===== src/rtl/accum_window.sv =====
// Windowed sample accumulator feeding the accum_avg divider: sums a window of samples,
// launches {sum, count} into div with a start pulse, and paces starts to div's iteration time.
module accum_window #(
   parameter int DATA_W     = 16,
   parameter int WIN_LEN    = 256,
   parameter int DIV_CYCLES = 33
) (
   input  logic              clk,
   input  logic              rst,
   input  logic              in_valid,
   input  logic [DATA_W-1:0] in_data,
   output logic              in_ready,
   input  logic              flush,
   output logic              div_start,
   output logic [31:0]       div_dividend,
   output logic [31:0]       div_divider,
   output logic              avg_valid
);

   localparam int CNT_W = $clog2(WIN_LEN + 1);
   localparam int TMR_W = $clog2(DIV_CYCLES + 1);

   typedef enum logic [1:0] {
      ACCUM  = 2'd0,
      FULL   = 2'd1,
      LAUNCH = 2'd2
   } state_t;

   state_t            state_q, state_d;
   logic [31:0]       sum_q, sum_d;
   logic [CNT_W-1:0]  count_q, count_d;
   logic [TMR_W-1:0]  timer_q, timer_d;
   logic              first_launch_q, first_launch_d;
   logic              in_ready_q, in_ready_d;
   logic              div_start_q, div_start_d;
   logic [31:0]       dividend_q, dividend_d;
   logic [31:0]       divider_q, divider_d;
   logic              avg_valid_q, avg_valid_d;

   logic              accept_s;
   logic [31:0]       sum_acc_s;
   logic [CNT_W-1:0]  count_acc_s;
   logic              closed_s;

   // Window contents including the sample accepted this cycle, and the close condition.
   always_comb begin
      accept_s    = in_valid && in_ready_q;
      sum_acc_s   = sum_q + (accept_s ? 32'(in_data) : 32'd0);
      count_acc_s = count_q + (accept_s ? CNT_W'(1) : CNT_W'(0));
      closed_s    = (count_acc_s == CNT_W'(WIN_LEN)) ||
                    (flush && (count_acc_s != CNT_W'(0)));
   end

   // Next-state and registered-output logic.
   always_comb begin
      state_d = state_q;
      case (state_q)
         ACCUM: begin
            if (closed_s) begin
               state_d = (timer_q == TMR_W'(0)) ? LAUNCH : FULL;
            end else begin
               state_d = ACCUM;
            end
         end
         FULL: begin
            if (timer_q == TMR_W'(0)) begin
               state_d = LAUNCH;
            end else begin
               state_d = FULL;
            end
         end
         LAUNCH:  state_d = ACCUM;
         default: state_d = ACCUM;
      endcase

      // Outputs are registered from the next state, so div_start is high during LAUNCH.
      sum_d      = sum_acc_s;
      count_d    = count_acc_s;
      dividend_d = dividend_q;
      divider_d  = divider_q;
      if (state_d == LAUNCH) begin
         sum_d      = 32'd0;
         count_d    = CNT_W'(0);
         dividend_d = sum_acc_s;
         divider_d  = 32'(count_acc_s);
         timer_d    = TMR_W'(DIV_CYCLES - 1);
      end else if (timer_q != TMR_W'(0)) begin
         timer_d    = timer_q - TMR_W'(1);
      end else begin
         timer_d    = TMR_W'(0);
      end

      div_start_d    = (state_d == LAUNCH);
      in_ready_d     = (state_d == ACCUM);
      avg_valid_d    = div_start_q && !first_launch_q;
      first_launch_d = first_launch_q && !div_start_q;
   end

   // State and output registers; timer starts full because div may still be busy after reset.
   always_ff @(posedge clk or posedge rst) begin
      if (rst) begin
         state_q        <= ACCUM;
         sum_q          <= 32'd0;
         count_q        <= CNT_W'(0);
         timer_q        <= TMR_W'(DIV_CYCLES);
         first_launch_q <= 1'b1;
         in_ready_q     <= 1'b0;
         div_start_q    <= 1'b0;
         dividend_q     <= 32'd0;
         divider_q      <= 32'd0;
         avg_valid_q    <= 1'b0;
      end else begin
         state_q        <= state_d;
         sum_q          <= sum_d;
         count_q        <= count_d;
         timer_q        <= timer_d;
         first_launch_q <= first_launch_d;
         in_ready_q     <= in_ready_d;
         div_start_q    <= div_start_d;
         dividend_q     <= dividend_d;
         divider_q      <= divider_d;
         avg_valid_q    <= avg_valid_d;
      end
   end

   assign in_ready     = in_ready_q;
   assign div_start    = div_start_q;
   assign div_dividend = dividend_q;
   assign div_divider  = divider_q;
   assign avg_valid    = avg_valid_q;

endmodule


===== config.mk =====
export PLATFORM = sky130hd
export DESIGN_NAME = accum_window
export DESIGN_NICKNAME = d
export VERILOG_FILES = /design/src/rtl/accum_window.sv
export SDC_FILE = /design/constraint.sdc
export NUM_CORES = 1
export LEC_CHECK = 0
export ABC_CLOCK_PERIOD_IN_PS = 4700
export CAP_MARGIN = 0
export CORE_MARGIN = 3
export CORE_UTILIZATION = 45
export CTS_CLUSTER_DIAMETER = 200
export CTS_CLUSTER_SIZE = 20
export DETAILED_ROUTE_END_ITERATION = 8
export GPL_TIMING_DRIVEN = 0
export HOLD_SLACK_MARGIN = 0.03
export PLACE_DENSITY_LB_ADDON = 0.05
export SLEW_MARGIN = 30
export SYNTH_ARGS = -nofsm -noshare
export SYNTH_HDL_FRONTEND = slang
export SYNTH_SLANG_ARGS = --single-unit

===== constraint.sdc =====
create_clock -name clk -period 4.7 [get_ports clk]
set_clock_uncertainty 0.1 [all_clocks]
set_input_delay 0.94 -clock clk [delete_from_list [all_inputs] [get_ports clk]]
set_output_delay 0.94 -clock clk [all_outputs]
set_load 0.03 [all_outputs]

======== After elaboration in Yosys (flattened, before gate mapping) ========
Index checks and enable logic that the tools add are counted.
W data, S select, Z words.
cells by class
  add/subtract/negate cells ............... 3
  multipliers ............................. 0
  div/mod/pow operators ................... 0
  order comparisons ....................... 0
  equality and inequality tests ........... 3
  shift-type cells ........................ 0
  muxes and demuxes ....................... 9
  bitwise logic cells ..................... 0
  reduce and logical (&&, ||, !) cells .... 12
operators by type and width
  kind                   count
  $add A32 B16 Y32       1
  $mux W32               1
  $mux W16               1
  $mux W6                2
  $add A9 B1 Y9          1
  $eq A9 B9 Y1 const B   1
  $mux W9                1
  $reduce_bool A9 Y1     1
  $logic_not A6 Y1       1
  $reduce_bool A6 Y1     1
  $sub A6 B1 Y6 const B  1
  $logic_and A1 B1 Y1    4
  $logic_not A2 Y1       2
  $mux W2                2
  $pmux W2 S2            1
  $eq A2 B1 Y1 const B   1
  $eq A2 B2 Y1 const B   1
  $logic_not A1 Y1       2
  $logic_or A1 B1 Y1     1
  $mux W1                1
word-level totals
  register bits after elaboration ......... 94
  bits in latches ......................... 0
  bits in writable memories ............... 0
  memory bits (read-only) ................. 0
  output and inout bits ................... 67
  word-level logic and storage cells ...... 37
  memories kept ........................... 0

======== Logic depth before layout (Yosys ltp) ========
Gate-level depths: netlist of the first run.
  depth in word-level cells ............... 10
  gate-level depth with buffers ........... 13

======== Worst setup path after synthesis of the first run ========
Ideal clock, no wire load.
  path kind ............................... input to register
  from .................................... in in_valid
  to ...................................... reg dividend_q[10] (netlist: div_dividend[10])
  setup time .............................. 0.125 ns
  data arrival time ....................... 3.557 ns
  setup slack ............................. 0.918 ns
  stages .................................. 11
  buffers on the path ..................... 2
  path through ............................ clkbuf_1 > and2_1 > ha_1 > nand2_1 > or4_1 > a2111o_1 > or4_4 > nand3_4 > inv_2 > buf_6 > mux2_4
between the ends
  cells in the longest elaborated chain, start to end .. 9
  elaborated cells on any way between the ends .. 12
  classes of those cells .................. add/sub (2); eq/ne (2); mux (4); reduce/logical (4)
RTL lines
  item                     RTL line  RTL
  from (decl)              10        input logic in_valid,
  $logic_and A1 B1 Y1 (*)  47        accept_s = in_valid && in_ready_q;
  $mux W1                  49        count_acc_s = count_q + (accept_s ? CNT_W'(1) : CNT_W'(0));
  $add A9 B1 Y9            49
  $reduce_bool A9 Y1       51        (flush && (count_acc_s != CNT_W'(0)));
  $logic_and A1 B1 Y1      51
  $logic_or A1 B1 Y1       50        closed_s = (count_acc_s == CNT_W'(WIN_LEN)) ||
  $mux W2                  59        if (closed_s) begin
  $pmux W2 S2              57        case (state_q)
  $eq A2 B2 Y1             81        if (state_d == LAUNCH) begin
  to (signal assigned)     120       dividend_q <= dividend_d;
  to (decl)                36        logic [31:0] dividend_q, dividend_d;
Every way passes the cells marked *; elsewhere a longest branch is shown, timed or not.
A chain may end at the register's enable or synchronous reset.

======== Worst setup path after layout of the first run ========
  from .................................... in in_valid
  to ...................................... reg count_q[5]
between the ends
  cells in the longest elaborated chain, start to end .. 10
  elaborated cells on any way between the ends .. 11
  classes of those cells .................. add/sub (1); eq/ne (2); mux (4); reduce/logical (4)
RTL lines
  item                     RTL line  RTL
  $logic_and A1 B1 Y1 (*)  47
  $mux W1 (*)              49
  $add A9 B1 Y9 (*)        49
  $reduce_bool A9 Y1       51
  $logic_and A1 B1 Y1      51
  $logic_or A1 B1 Y1       50
  $mux W2                  59
  $pmux W2 S2              57
  $eq A2 B2 Y1             81
  $mux W9 (*)              81
  via count_d[5]           31        logic [CNT_W-1:0] count_q, count_d;
  to (signal assigned)     115       count_q <= count_d;
  to (decl)                31
The timed path passes the listed nets; every way through them passes the cells marked *.

==> results list, run 1 <==
* Status: complete, no violations
- Peak supply drop: roughly 0.22 mV
- The post-route netlist has 12.3% of its cells at a drive strength greater than 1.
- Crit path from: in_valid
- The core region is approximately 11000 sq um.
- Number of stages on the worst hold path: 1
* Grt met1 use: 31.8%
- Wire length of the first global-routing pass: 22500 um
* Combinational group share of total power: 31.1%
* Area leader, netlist: sky130_fd_sc_hd__dfrtp_1
* Final cell area excluding filler cells: 6570 sq um
- Worst Hold Class: reg -> reg
* Register-to-register path setup slack: 0.73 ns
- The later pin in the worst-skew pair is clocked with a latency of between 0.3 and 0.4 ns.
* Number of buffers inserted by post-CTS setup repair: 0
* Average via count per standard cell: roughly 5.6
- Worst path arrival time: between 4 and 5 ns
* WP data required: about 4.9 ns
- Across all layers, the routed design uses about 4400 vias.
* # fillers: 997
- Combined area of the multi-input logic cells: roughly 2700 sq um
- Final Wtd Congestion: around 0.85
- Number of enable flip-flop cells after synthesis: 0
- Worst-Margin Slew: just over 0.9 ns
* Final Max Tran Viols: 0
- Avg Inst Size Synth: 9.66 sq um
- After detailed placement, the total cell area comes to approximately 6200 sq um.
- The synthesized netlist contains between 60 and 70 unique library cells.
- Antenna diode count: 0
- Leakage component of the power: 2.97 nW
- Aggregate global routing overflow: 0
- Layout area overhead: 24.1%
- Sorting the synthesized cells by area gives the leading types as sky130_fd_sc_hd__dfrtp_1 43%, sky130_fd_sc_hd__ha_1 4.5%, sky130_fd_sc_hd__nor2_1 3.6%.
* Initial core utilization: between 40% and 50%
- # setup viols final: 0
- The floorplan has 38 rows.
- Die height: roughly 110 um
* Type of destination of the critical path: register
* Capture instance of the worst register-to-register path: count_q[5]
- After routing, the total negative slack on setup checks comes to 0 ns.
* Ratio of total power to cell area: 413 nW/um^2
- In this run, post-CTS hold repair placed 0 buffers.
- In this run, the number of DRC markers left after iteration 0 of detailed routing was 251.
- Worst min-delay path endpoint: first_launch_q
- Detailed placement finished with a half-perimeter wire length of a little under 10000 um.
- Initial antenna violation count: 0
* Sequential share of power: between 30% and 40%
* Net Switching: 0.000879 W
* Headroom to the max-slew limit: 37.8%
- The sequential cells in the finished layout cover a total of roughly 2400 sq um.
- The worst setup path is launched from an input pin.
- Post-Route Utilization: 58.8%
* Routed length per instance: roughly 17 um
* Synth top cells by count: 91 x sky130_fd_sc_hd__dfrtp_1, 51 x sky130_fd_sc_hd__nor2_1, 35 x sky130_fd_sc_hd__a21oi_1
- I/O pin total: a little under 90
- Share of power burned in the clock network: between 30% and 40%
- In the routed design, unresolved DRC markers number 0.
* Peak Freq: about 0.23 GHz
- The layer flagged by global routing as most heavily used is met2.
- Setup repair after global routing left no endpoint under its margin.
- Start point of the worst min-delay path: div_start
* All-Layer GR Usage: between 20% and 30%
* Share of synthesized flip-flops with an asynchronous set or reset: 100%
* Total of warnings raised by yosys: 0
- Crit Path Max Fanout: 10
- Cell chosen for the clock root: sky130_fd_sc_hd__clkbuf_16
* Int Power: 0.00184 W
- For this run, global-route usage on met3 was measured as 3.91%.
- Fraction of synthesized cell area taken by the top area cell type: about 43%
- Clock tree synthesis inserted a total of 9 buffers.
* Number of levels in the clock H-tree: 3
* Vias in the first global route: around 4300
- Cell area after technology mapping: about 5300 sq um
- Sink Count: 94
- Hold Fails Final Rpt: 0
- Reg2Reg Depth: 12
- Before antenna repair, the detailed router went through 4 iterations.
- Subtracting the final worst setup slack from the clock period gives approximately 4.4 ns.
- After clock tree synthesis, the clock-pin slew on the worst setup and hold paths is approximately 0.06 ns.
* Number of standard cells after synthesis: 548
* Number of maximum-capacitance violations: 0
- TritonCTS built the clock tree.
- The final layout contains routed wiring with a total length of ~14000 um.
- In this run, synthesis produced a sequential element count of 94.
* Overall die area: approximately 13000 sq um
* Seq/Total Area, Yosys: between 40 and 50%
* Global routing usage on met2: between 30% and 40%
- Critical path start-end classification: in -> reg
* Largest net degree at the start of global routing: 53
- The die is roughly 110 um wide.
- In this run switching power makes up 32.4% of total power.
- Port buffering added 63 buffers.
- Counting along the longest clock path gives a buffer depth of 2.
- Crit share post-route: 94.4%
- At the end of the flow, the number of nets in the layout was ~690.
* Number of nets still failing antenna checks after routing: 0
- The worst register-to-register path begins at in_ready.
* Library cell with the highest instance count after synthesis: sky130_fd_sc_hd__dfrtp_1
- The most used flip-flop cell after synthesis is sky130_fd_sc_hd__dfrtp_1.
-- registers in the layout, summed over array words and instances (netlist names) --
name and flops:
state_q 2, div_dividend 32, div_divider 9, first_launch_q 1
sum_q 32, avg_valid 1, div_start 1, timer_q 6
count_q 9, in_ready 1
-- cell type report --
type	instances	area share, %
sequential	94	35.8
multi-input combinational	414	40.9
inverter	12	0.761
clock buffer	12	3.60
tap	140	2.66
clock inverter	4	1.48
buffer	50	4.76
timing repair buffer	64	10.0
-- placed cells by master (no fill, tap or decap), drive strengths merged, types with 12 or more instances in the layout --
cell type and n:
nor2 51, dfrtp 91, o31ai 12, nand3 14, mux2 12, and2 14
clkbuf 30, buf 33, xnor2 14, xor2 13, nor3 16, a31oi 27
clkdlybuf4s50 63, inv 12, ha 19, o21ai 20, nand2 30, conb 23
a21oi 35, and3 22
-- cells by family after synthesis --
kind of cell | after synthesis | share of synthesized area, %
compound gates | 141 | 17.5
xor+xnor | 27 | 4.46
fa+ha+maj | 20 | 4.87
buf+inv | 62 | 6.64
flops | 94 | 44.5
mux | 14 | 3.35
other cells | 1 | 0.0708
simple gates | 189 | 18.6
-- power groups by stage --
stage	Sequential, W	Clock [W]	Combinational (W)
floorplan	0.00118	0	0.000441
global placement	0.00105	0	0.000827
detailed placement	0.00105	0	0.000843
CTS	0.00104	0.000847	0.000847
global route	0.00106	0.000880	0.000930
finish	0.00104	0.000834	0.000845
-- how the worst max path moves through the flow --
stage	slack, ns	end
after floorplan	0.92	div_dividend[10]
after global placement	-0.62	div_dividend[30]
after detailed placement	-0.38	div_dividend[3]
after CTS	0.06	count_q[5]
after global routing	0.02	count_q[5]
final	0.26	count_q[5]
-- routing by layer --
layer / part of all wire, % / routed length, um / up-vias
met5: 0 / 0 / -
met4: 1.6 / 212 / 0
met3: 6.2 / 843 / 18
met2: 46 / 6210 / 151
met1: 46 / 6280 / 2128
li1: - / - / 2150
-- worst max-delay path, cell delays in order --
cell and delay, ns:
sky130_fd_sc_hd__clkdlybuf4s50_1 0.58, sky130_fd_sc_hd__clkbuf_4 0.26, sky130_fd_sc_hd__and2_1 0.15, sky130_fd_sc_hd__ha_1 0.23, sky130_fd_sc_hd__nand2_1 0.11, sky130_fd_sc_hd__or4_1 0.48
sky130_fd_sc_hd__a2111o_1 0.46, sky130_fd_sc_hd__or4_4 0.55, sky130_fd_sc_hd__nand3_4 0.19, sky130_fd_sc_hd__inv_2 0.09, sky130_fd_sc_hd__buf_6 0.17, sky130_fd_sc_hd__buf_2 0.21
sky130_fd_sc_hd__nor2_1 0.17
-- metrics by stage --
step,power [W],instances,hold WS (ns),setup slack [ns]
floorplan,0.00162,570,0.366,0.918
global placement,0.00187,773,0.289,-0.624
detailed placement,0.00190,774,0.305,-0.377
CTS,0.00273,790,0.316,0.0563
global route,0.00287,790,0.352,0.0166
finish,0.00272,790,0.311,0.262
-- what timing repair did --
action | in CTS | in global routing
resized for setup | 1 | 7
setup endpoints to repair | 2 | 79
gates cloned | 0 | 0
pin swaps | 0 | 0
(Power assumes the default switching activity.)
==> run 2: changes to the inputs <==
Settings changed: ABC_AREA set to 1.
==> run 2 against run 1 <==
  * Via count increased by 15%
  * Global-route usage about the same
  * Fmax increased by 12%
  * Final cell count increased by 36%
  * Non-clock buffer count decreased by 9
  * Critical path depth increased by 4
  * Synthesized cell count increased by 47%
==> results list, run 2 <==
- Critical path start-end classification: in -> reg
- Total negative slack: 0 ns (unchanged)
* # setup viols final: 0 (unchanged)
- Routed length per instance: 13.8 um (-19%)
- Area leader, netlist: sky130_fd_sc_hd__dfrtp_1
- The final worst-path cycle share is 84.0% (-10 points).
- Register-to-register path setup slack: 1.29 ns (+0.56 ns)
* Crit Path Max Fanout: 10 (unchanged)
* Largest net degree at the start of global routing: 68 (+28%)
- The number of hold buffers added after cts is 0 (unchanged).
- The fraction of layout cells with a size suffix above 1 is 10.3% (-2.0 points).
- R2r startpoint: in_ready
* Post-layout net count: 945 (+38%)
* Ratio of total power to cell area: 348 nW/um^2 (-16%)
- Met3 wire len: 770 um (-8.7%)
* WP data required: 4.83 ns (-0.02 ns)
* Max stage delay on crit path: 0.62 ns (+0.04 ns)
- Die span in x: 120 um (+4.7%)
* Row cnt: 40 (+5.3%)
- The core outline area is 12300 sq um (+10%).
- Final critical-path required period: 3.95 ns (-0.489 ns)
* Crit-path most repeated cell: sky130_fd_sc_hd__nand2_1
- Library cell with the highest instance count after synthesis: sky130_fd_sc_hd__nand2_1
- Final cell count without fillers: 1078 (+36%)
* Vias in the first global route: 4924 (+14%)
- Leaving out fill and tap cells, the most frequent cell in the layout is sky130_fd_sc_hd__nand2_1.
- Leaving out fill and tap cells, the most frequent cells in the layout are 280 x sky130_fd_sc_hd__nand2_1, 124 x sky130_fd_sc_hd__inv_1, 91 x sky130_fd_sc_hd__dfrtp_1.
- Layout area overhead: 21.3%
- Seq/Total Area, Yosys: 40.4% (-4.1 points)
- Unrepaired setup endpoints after global routing: no
- Clock insertion delay at the later pin of the skew report: 0.35 ns (about the same)
- CTS tree: yes
- Post-Place Cells: 1062 (+37%)
- Ranked by total cell area, the synthesized netlist is headed by sky130_fd_sc_hd__dfrtp_1 39%, sky130_fd_sc_hd__nand2_1 18%, sky130_fd_sc_hd__inv_1 8.0%.
- Detailed Route Iter0 Violations: 329 (+31%)
- Peak Freq: 0.253 GHz (+12%)
* Number of nets still failing antenna checks after routing: 0 (unchanged)
- Number of cells upsized or downsized after cts: 0 (-1)
* Slowest-stage cell, CP: sky130_fd_sc_hd__clkbuf_1
* Number of standard cells after synthesis: 808 (+47%)
- The length of routed wiring on met1 is 7180 um (+14%).
- Peak supply drop: 0.307 mV (+41%)
- The H-tree depth came to 3 (unchanged).
- Capture instance of the worst register-to-register path: sum_q[8]
- The critical path starts at in_valid.
* Hold Slack: 0.337 ns (+0.0257 ns)
- The number of cells traversed by the worst register-to-register path was 16 (+4).
- Termination of the worst setup path: sum_q[8]
- Most used DFF post-synth: sky130_fd_sc_hd__dfrtp_1
- Cell area after technology mapping: 5830 sq um (+10%)
* Number of CTS-inserted buffers: 9 (unchanged)
- The worst hold path belongs to the class reg -> reg.
- The data arrival time at the worst-slack endpoint came to 4.08 ns (-0.51 ns).
- Via Count: 5135 (+15%)
* Hold Fails Final Rpt: 0 (unchanged)
- The wire length of the first global-routing pass came to 24400 um (+8.3%).
* Cell chosen for the clock root: sky130_fd_sc_hd__clkbuf_16
* Initial core utilization: 47.4% (about the same)
* I/O pin total: 87 (unchanged)
* Number of buffers inserted by post-CTS setup repair: 0 (unchanged)
- Share of synthesized flip-flops with an asynchronous set or reset: 100% (unchanged)
- Detailed-route wire length: 14900 um (+9.9%)
- The HPWL after detailed placement was 11600 um (+17%).
- Type of destination of the critical path: register
- All-Layer GR Usage: 21.7% (about the same)
- Leakage component of the power: 3.79 nW (+27%)
- The number of iterations in the first detailed-routing pass is 5 (+1).
- The die area came to 14400 sq um (+9.6%).
- Worst-Margin Slew: 0.754 ns (-0.171 ns)
* Average via count per standard cell: 4.76 (-15%)
* Number of storage elements in the synthesis netlist: 94 (unchanged)
* Met2 wire length: 6690 um (+7.7%)
- The count of yosys warnings during synthesis is 0 (unchanged).
- The number of max-capacitance violations reported is 0 (unchanged).
- The maximum clock path buffer count is 2 (unchanged).
* Kind of launch point of the worst setup path: input pin
- The die outline height was 120 um (+4.7%).
- The critical path goes through clkdlybuf4s50_1, nand2_1, clkbuf_1, inv_1, ha_1, ha_1, nand3_2, clkinv_1, nand2_1, nand2_1, nor2_1, nand4_1, nand3_4, nand2_4, inv_4, buf_6, nor2_2.
- Cell variety after synth: 34 (-47%)
* Sink Count: 94 (unchanged)
- Headroom to the max-slew limit: 49.7% (+12 points)
- Top routing layer in use: met4
- The sum of overflow across all layers after global routing is 0 (unchanged).
* Synth top cells by count: 280 x sky130_fd_sc_hd__nand2_1, 125 x sky130_fd_sc_hd__inv_1, 91 x sky130_fd_sc_hd__dfrtp_1
- The flow ran to the end, and the final reports show no timing, DRC or antenna violations.
- Number of enable flip-flop cells after synthesis: 0 (unchanged)
* Final Wtd Congestion: 0.975 (+15%)
- The final number of max-transition violations was 0 (unchanged).
- The mean post-synth cell area is 7.22 sq um (-25%).
- The count of buffers inserted at the top-level ports came to 63 (unchanged).
- The number of antenna violations at the first check in global routing was 0 (unchanged).
- Clock-pin slew reported for the worst setup and hold paths after clock tree synthesis: 0.07 ns (about the same)
- Antenna diode count: 0 (unchanged)
* Fraction of synthesized cell area taken by the top area cell type: 39.1% (-3.9 points)
* Detailed-route DRC error count: 0 (unchanged)
==> run 2: cell types whose count changed in the layout (fill, tap and decap cells not counted), moves of 18 or more <==
cell | previous run | this run
sky130_fd_sc_hd__nand2_1 | 30 | 280
sky130_fd_sc_hd__inv_1 | 10 | 124
sky130_fd_sc_hd__nand3_1 | 13 | 61
sky130_fd_sc_hd__a21oi_1 | 35 | 8
sky130_fd_sc_hd__a31oi_1 | 27 | 0
sky130_fd_sc_hd__and3_1 | 22 | 0
sky130_fd_sc_hd__nor2_2 | 0 | 22
sky130_fd_sc_hd__nor2_1 | 51 | 69
==> run 2: critical path: cells and delay by family <==
family / cells / cell delay, ns
simple gates: 9 / 1.09
fa+ha+maj: 2 / 0.49
buf+inv: 6 / 1.54
==> run 2: cell families (layout without fill, tap and decap cells) <==
group | after synthesis | count (layout) | synth area share (%)
simple gates | 484 | 484 | 36.6
fa+ha+maj | 20 | 20 | 4.42
other cells | 1 | 23 | 0.0643
compound gates | 25 | 25 | 2.45
xor+xnor | 16 | 16 | 2.40
buf+inv | 168 | 248 | 13.6
flops | 94 | 94 | 40.4
==> run 2: worst min path at each step <==
stage | start | end | slack, ns | depth (start not counted)
final | first_launch_q | first_launch_q | 0.34 | 2
after global routing | first_launch_q | first_launch_q | 0.37 | 2
after floorplan | first_launch_q | first_launch_q | 0.32 | 2
after CTS | first_launch_q | first_launch_q | 0.34 | 2
after detailed placement | div_start | first_launch_q | 0.33 | 1
after global placement | div_start | first_launch_q | 0.32 | 1
==> run 2: per-stage QoR <==
step / total power [W] / worst slack [ns] / area [sq um] / utilization (%)
floorplan: 0.00152 / 1.22 / 5910 / -
global placement: 0.00173 / -0.312 / 6750 / 54.9
detailed placement: 0.00175 / 0.358 / 6790 / 55.1
CTS: 0.00248 / 0.729 / 7070 / 57.4
global route: 0.00261 / 0.492 / 7070 / 57.4
finish: 0.00246 / 0.751 / 7070 / 57.4
==> run 2: where the power goes <==
group	switching (W)	internal, W	total, W
registers	0.0000738	0.000933	0.00101
logic	0.000458	0.000277	0.000735
clock network	0.000304	0.000413	0.000717
==> run 2: layout make-up <==
type	count	area (sq um)
multi-input cells	568	2760
clock buffers	13	240
repair buffers	64	658
plain buffers	41	315
flip-flops and latches	94	2360
fillers	1221	5240
inverters	127	484
clock inverters	3	45.0
well taps	168	210
==> run 2: layer usage <==
| metal | vias up | GRT usage (%) |
|---|---|---|
| met5 | - | 0 |
| met4 | 0 | 6.87 |
| met3 | 20 | 3.58 |
| met2 | 137 | 34.0 |
| met1 | 2373 | 30.8 |
| li1 | 2605 | - |
==> RTL edit, RTL diff (settings of run 1) <==
Change the parameter `DIV_CYCLES` from 33 to 66.
--- a/src/rtl/accum_window.sv
+++ b/src/rtl/accum_window.sv
@@ -3,7 +3,7 @@
 module accum_window #(
    parameter int DATA_W     = 16,
    parameter int WIN_LEN    = 256,
-   parameter int DIV_CYCLES = 33
+   parameter int DIV_CYCLES = 66
 ) (
    input  logic              clk,
    input  logic              rst,
Formal check against the unedited RTL: no difference found for any inputs over 10 cycles, from zero or initial values and one cycle with rst high; that may be too few to reach the edited logic, so the function may still have changed.
==> RTL edit against run 1 <==
- cell area increased by 0.19%
- largest cell class unchanged
- sequential share of layout area increased by 0.31 points
- synthesized area increased by 1.7%
- power decreased by 22%
- die area increased by 1.7%
- wire length decreased by 9.1%
- sequential cell count increased by 1
- first-iteration DRC count decreased by 6.8%
- setup slack improved by 0.099 ns
==> RTL edit: results (changes against run 1) <==
status=finished, final reports clean; Avg Cell Area, Syn=9.80 um2 (+1.4%); delay-heaviest family, CP=compound AO/OA/AOI/OAI gates; Yosys cell types=60 (-6.3%); 1st-pass router iterations=4 (unchanged); nets=688 (+0.44%); Seq/Total Area, Yosys=0.442 (-0.00300); CTS H-tree lvls=3 (unchanged); register-to-register setup slack=0.92 ns (+0.19 ns); Post-Layout Cell Count=795 (+0.63%); CTS Buffer Depth=2 (unchanged); worst hold path class=reg -> reg; top cells by area, synth=dfrtp_1, ha_1, nor2_1; # diodes=0 (unchanged); RD Place Congestion=0.898 (+5.9%); slew margin rel.=0.484 (+0.106); HPWL Detailed=9340 um (-5.5%); peak supply drop=173 uV (-21%); share of cells above drive strength 1=0.107 (-0.0157); worst hold path depth=1 (unchanged); Post-synth top cells=dfrtp_1, nor2_1, a21oi_1, inv_1; Remaining Overflow, GRT=0 (unchanged); largest net degree at the start of global routing=49 (-7.5%); # placed instances=779 (+0.65%); CP peak stage delay=0.52 ns (-0.06 ns); Async SR Flop Fraction=1.00 (unchanged); Worst EP arrival=4.48 ns (-0.11 ns); vias in the first global route=4131 (-4.6%); port bufs=63 (unchanged); root buf cell=clkbuf_16; reg2reg end=div_dividend[20]; Hold EP=first_launch_q; r2r startpoint=in_ready; CP max stage cell=clkdlybuf4s50_1; GRT Total Usage=0.195 (-0.0218); CTS buffer count=9 (unchanged); DR iter-0 viols=234 (-6.8%); Vias/cell=5.38 (-4.3%); WL final=12300 um (-9.1%); clk_lat worst skew=about 0.35 ns; Ys Warns=0 (unchanged); worst-path fanout max=10 (unchanged); leakage=3.12 nW (+5.0%); cells on worst reg2reg path=12 (unchanged); HP Start=div_start; first-pass GRT wire length=20400 um (-9.2%); initial antenna violation count=0 (unchanged); Worst-path clk slew=0.06 ns (about the same)
RTL edit: timing repair:
| action | in CTS | in global routing |
|---|---|---|
| hold endpoints to repair | 0 | 0 |
| setup buffers | 0 | 0 |
| setup endpoints to repair | 0 | 5 |
| resized for setup | 0 | 3 |
RTL edit: layout make-up:
type                       instances  area (um2)
buffer                            46         303
clock buffer                      11         233
clock inverter                     5        37.5
fill                            1038        4980
inverter                          32         125
multi-input combinational        399        2670
sequential                        95        2380
tap                              143         179
timing repair buffer              64         658
RTL edit: layer usage:
layer	vias to the layer above	GRT usage	wire length (um)
li1	2118	-	-
met1	2030	0.273	5840
met2	111	0.303	5640
met3	22	0.0261	511
met4	0	0.0876	322
met5	-	0	0
RTL edit: through the flow:
step	hold slack [ns]	setup slack [ns]	instance area (um2)	utilization
6_report	0.315	0.361	6590	0.570
5_1_grt	0.346	0.112	6590	0.570
4_1_cts	0.318	0.239	6580	0.569
3_5_place_dp	0.306	-0.123	6310	0.546
3_3_place_gp	0.306	-0.301	6280	0.543
2_1_floorplan	0.366	1.08	5470	-
RTL edit: cell families after synthesis:
kind of cell    synth area share
compound gates             0.156
xor+xnor                  0.0423
fa+ha+maj                 0.0502
buf+inv                   0.0782
flops                      0.442
mux                       0.0692
other cells             0.000696
simple gates               0.162
RTL edit: how the worst max path moves through the flow:
stage | from | endpoint | slack, ns | cells after the start
after floorplan | in_valid | div_dividend[22] | 1.08 | 10
after global placement | rst | div_dividend[9] | -0.30 | 2
after detailed placement | in_valid | div_dividend[20] | -0.12 | 13
after CTS | in_valid | div_dividend[20] | 0.24 | 13
after global routing | in_valid | div_dividend[16] | 0.11 | 10
final | in_valid | div_dividend[22] | 0.36 | 11
RTL edit: power breakdown:
group,switching (mW),internal (mW),leakage [nW]
registers,0.0418,0.899,1.16
clock network,0.314,0.360,0.126
logic,0.322,0.197,1.84
total,0.678,1.46,3.12
